### src/rtl/alu_pipe_ctrl.sv
// rtl/alu_pipe_ctrl.sv - two-stage handshaked ALU front end with completion/illegal counters
module alu_pipe_ctrl #(
    parameter int CNT_W = 16,
    parameter int ERR_W = 8
) (
    input  logic             clk,
    input  logic             rst,
    input  logic             flush,
    input  logic             cmd_valid,
    output logic             cmd_ready,
    input  logic [31:0]      cmd_a,
    input  logic [7:0]       cmd_b,
    input  logic [2:0]       cmd_s,
    output logic             res_valid,
    input  logic             res_ready,
    output logic [31:0]      res_o,
    output logic             res_zero,
    output logic             res_illegal,
    output logic [CNT_W-1:0] done_cnt,
    output logic [ERR_W-1:0] err_cnt
);

    logic             r_s1_v;
    logic [31:0]      r_s1_a;
    logic [7:0]       r_s1_b;
    logic [2:0]       r_s1_s;
    logic             r_res_valid;
    logic [31:0]      r_res_o;
    logic             r_res_zero;
    logic             r_res_illegal;
    logic [CNT_W-1:0] r_done_cnt;
    logic [ERR_W-1:0] r_err_cnt;

    logic             w_s2_en;
    logic             w_accept;
    logic             w_res_hs;
    logic [31:0]      w_bz;
    logic [31:0]      w_result;
    logic             w_illegal;

    // Output stage may load whenever it is empty or being drained this cycle.
    assign w_s2_en   = !r_res_valid || res_ready;
    // While reset is held the pipeline is empty, so requests are shown as acceptable.
    assign cmd_ready = rst || (!flush && (!r_s1_v || w_s2_en));
    assign w_accept  = cmd_valid && cmd_ready && !rst;
    // A flush in the same cycle cancels the delivery, so it is not counted.
    assign w_res_hs  = r_res_valid && res_ready && !flush;
    assign w_bz      = {24'h0, r_s1_b};

    // ALU function on the stage-1 contents; undefined opcodes yield 0 and are flagged.
    always_comb begin
        w_result  = 32'h0;
        w_illegal = 1'b0;
        case (r_s1_s)
            3'b000:  w_result = r_s1_a + w_bz;
            3'b001:  w_result = w_bz - r_s1_a;
            3'b010:  w_result = r_s1_a & w_bz;
            3'b011:  w_result = r_s1_a | w_bz;
            3'b100:  w_result = ~w_bz;
            default: begin
                w_result  = 32'h0;
                w_illegal = 1'b1;
            end
        endcase
    end

    // Stage 1: capture accepted requests, empty when the entry moves on with nothing behind it.
    always_ff @(posedge clk or posedge rst) begin
        if (rst) begin
            r_s1_v <= 1'b0;
            r_s1_a <= 32'h0;
            r_s1_b <= 8'h0;
            r_s1_s <= 3'b000;
        end else if (flush) begin
            r_s1_v <= 1'b0;
        end else if (w_accept) begin
            r_s1_v <= 1'b1;
            r_s1_a <= cmd_a;
            r_s1_b <= cmd_b;
            r_s1_s <= cmd_s;
        end else if (w_s2_en) begin
            r_s1_v <= 1'b0;
        end
    end

    // Stage 2: registered result, frozen while the consumer stalls a valid result.
    always_ff @(posedge clk or posedge rst) begin
        if (rst) begin
            r_res_valid   <= 1'b0;
            r_res_o       <= 32'h0;
            r_res_zero    <= 1'b0;
            r_res_illegal <= 1'b0;
        end else if (flush) begin
            r_res_valid <= 1'b0;
        end else if (w_s2_en) begin
            r_res_valid <= r_s1_v;
            if (r_s1_v) begin
                r_res_o       <= w_result;
                r_res_zero    <= (w_result == 32'h0);
                r_res_illegal <= w_illegal;
            end
        end
    end

    // Delivered-result counters: completions wrap, illegal deliveries saturate.
    always_ff @(posedge clk or posedge rst) begin
        if (rst) begin
            r_done_cnt <= '0;
            r_err_cnt  <= '0;
        end else if (w_res_hs) begin
            r_done_cnt <= r_done_cnt + CNT_W'(1);
            if (r_res_illegal && (r_err_cnt != {ERR_W{1'b1}})) begin
                r_err_cnt <= r_err_cnt + ERR_W'(1);
            end
        end
    end

    assign res_valid   = r_res_valid;
    assign res_o       = r_res_o;
    assign res_zero    = r_res_zero;
    assign res_illegal = r_res_illegal;
    assign done_cnt    = r_done_cnt;
    assign err_cnt     = r_err_cnt;

endmodule

### config.mk
export PLATFORM = sky130hd
export DESIGN_NAME = alu_pipe_ctrl
export DESIGN_NICKNAME = d
export VERILOG_FILES = /design/src/rtl/alu_pipe_ctrl.sv
export SDC_FILE = /design/constraint.sdc
export NUM_CORES = 1
export LEC_CHECK = 0
export ABC_AREA = 1
export CAP_MARGIN = 10
export CORE_ASPECT_RATIO = 0.5
export CORE_MARGIN = 4
export CORE_UTILIZATION = 60
export DETAILED_ROUTE_END_ITERATION = 10
export GPL_TIMING_DRIVEN = 0
export PLACE_DENSITY_LB_ADDON = 0.25
export SLEW_MARGIN = 20
export SYNTH_ARGS = -nofsm -noshare
export SYNTH_HDL_FRONTEND = slang
export SYNTH_SLANG_ARGS = --single-unit
### constraint.sdc
create_clock -name clk -period 5.5 [get_ports clk]
set_input_delay 1.1 -clock clk [delete_from_list [all_inputs] [get_ports clk]]
set_output_delay 1.1 -clock clk [all_outputs]
set_load 0.03 [all_outputs]
==> impl_metrics.toml <==
[outcome]
status = "completed"

[placed_design]
io_buffers = 107
dp_hpwl_um = 17300
dp_slack_ns = 1.14
place_area_um2 = 8480
gp_congestion = 0.928

[yosys]
ys_seq_area_share_pct = 35.9
synthAdderAreaFrac_pct = 2.54
syn_avg_cell_area_um2 = 6.79
ys_async_sr_fraction_pct = 100
synth_seq_cells = 103
synthSimpleGateAreaFrac_pct = 38.4
synth_xor_area_share_pct = 3.41
synth_mux_area_share_pct = 0.627
synth_top_family_by_area = "simple AND/OR/NAND/NOR gates"
syn_area_um2 = 7180
synth_compound_area_share_pct = 10.0
synth_ff_type = "dfrtp_1"
synthCells = 1057
yosysWarnings = 0
synth_cell_types = 39
synth_edf_count = 0
synth_fp_nets = 1119

[final_layout]
area.sequential_um2 = 2580
syn_to_final_growth_pct = 22.2
multi_input_area_um2 = 3950
nets = 1238
final_common_cell = "nand2_1"
nFillCells = 871
final_cell_mix = "nand2_1, nor2_1, inv_1"
finalInstanceArea_um2 = 8780
antennaDiodeCount = 0
fin_util_pct = 77.3
layout-drive-gt1-share_pct = 9.31

[power]
clock_power_share_pct = 21.3
powerDensity_nw_per_um2 = 351
p_leak_uw = 0.00433
irDropWorstVdd_mv = 0.223
seqPwrFrac_pct = 33.3
internal-power_uw = 1720
p_comb_share_pct = 45.4
p_sw_uw = 1360
swShare_pct = 44.0

[routing]
dr.pass1.iters = 8
vias_per_cell = 5.78
first_iter_violations = 769
vias = 7749
drt_drc_violations_left = 0
drt-total-wl_um = 22300
postRouteAntennaNets = 0
wl_per_cell_um = 16.7

[sta]
hold_viol = 0
timing.final.crit_period_ns = 4.26
fin_setup_tns_ns = 0
rsz0062_at_grt = "false"
maxSlewViolCount = 0
setup_viol = 0
fin_worst_skew_ns = 0.00498
whs_ns = 0.491
relSlewSlack_pct = 42.1
worstMarginPinSlew_ns = 0.868
max_freq_ghz = 0.235
setup_ws_ns = 1.24
fin_crit_sh_pct = 77.5

[floorplan]
fp.dieH_um = 85.4
die_w_um = 163
num_rows = 27
die_area_um2 = 13900
start_util_pct = 63.3
ios = 108
design.core.area_um2 = 11400

[clock_tree]
cts_tree = "yes"
postCtsHoldBufs = 0
clock_path_buffers = 2
cts_resized = 0
clock_latency_ns = 0.35
clock-root-buffer = "clkbuf_16"
htreeDepth = 3
path_clk_slew_ns = 0.07
postCtsSetupBuffers = 0
cts_buffers = 9
cts.sinks = 103

[global_route]
grt.overflow.total = 0
grt_max_degree = 62
antenna_found_initial = 0
grt_pass1_wl_um = 36600
first_global_vias = 7689
grt.total_usage_pct = 32.6

[worst_hold_path]
hold_class = "flop to flop"

[critical_path]
worst_setup_path_start_kind = "input port"
required_ns = 4.40
crit_type = "input port to primary output"
crit_path_max_fanout = 61
worstPathArrival_ns = 3.16
end_kind = "primary output"

[run]
max_cap_violations = 0
[cells in the mapped netlist (13+ instances only)]
cell	number	area, um2
inv_1	116	435
clkbuf_1	19	71.3
nand4_1	21	131
ha_1	13	163
nand2_1	266	998
o21ai_0	51	255
a31oi_1	16	100
inv_2	20	75.1
nor2_2	20	125
xor2_1	21	184
a21oi_1	53	265
nand3_1	108	541
nand2_2	16	100
nor2_1	145	544
dfrtp_1	103	2580
[final timing paths]
kind | startpoint | to | slack [ns] | cells after the start
worst max-delay path | rst | cmd_ready | 1.24 | 5
worst min-delay path | res_o[13]$_DFFE_PP0P_ | res_o[13]$_DFFE_PP0P_ | 0.49 | 2
worst max register to register | r_s1_s[2]$_DFFE_PP0P_ | res_zero$_DFFE_PP0P_ | 1.41 | 28
worst min register to register | res_o[13]$_DFFE_PP0P_ | res_o[13]$_DFFE_PP0P_ | 0.49 | 2
max in group asynchronous | rst | res_o[25]$_DFFE_PP0P_ | 3.64 | 3
min in group asynchronous | rst | err_cnt[2]$_DFFE_PP0P_ | 1.20 | 2
[state kept, by name (all words and copies together) (netlist names)]
| name | cells |
|---|---|
| r_s1_a | 32 |
| res_o | 32 |
| done_cnt | 16 |
| err_cnt | 8 |
| r_s1_b | 8 |
| r_s1_s | 3 |
| r_s1_v | 1 |
| res_illegal | 1 |
| res_valid | 1 |
| res_zero | 1 |
[routing by layer]
metal | share of wire [%] | track usage [%]
met5 | 0 | 0
met4 | 2.9 | 10.7
met3 | 9.2 | 6.55
met2 | 47 | 56.3
met1 | 41 | 41.4
[worst max-delay path, cell delays in order]
cell	delay (ns)
clkdlybuf4s50_1	0.47
inv_6	0.45
buf_12	0.31
nand2_1	0.16
clkdlybuf4s50_1	0.63
[logic make-up after synthesis]
logic type / count (synthesis)
adders and majority gates: 14
buffers and inverters: 165
xor gates and xnor gates: 28
muxes: 4
and+or+nand+nor: 609
DFF: 103
AOI/OAI and AO/OA: 134
[area by class of cell]
cell class	count	share of cell area [%]
inverter	137	5.94
clock inverter	6	0.713
buffer	28	1.57
multi-input combinational	789	45.0
sequential	103	29.4
tap	159	2.27
timing repair buffer	108	12.4
clock buffer	10	2.72
[metrics by stage]
stage,cells,power (uW)
2_1_floorplan,1057,1940
3_3_place_gp,1323,2350
3_5_place_dp,1324,2400
4_1_cts,1340,3060
5_1_grt,1340,3280
6_report,1340,3080
[power by group through the flow]
stage,clock network (uW),logic (uW),registers (uW)
floorplan,0,746,1190
detailed placement,0,1360,1040
CTS,658,1380,1020
finish,657,1400,1030
global route,697,1540,1040
global placement,0,1320,1030
(Power assumes the default switching activity.)
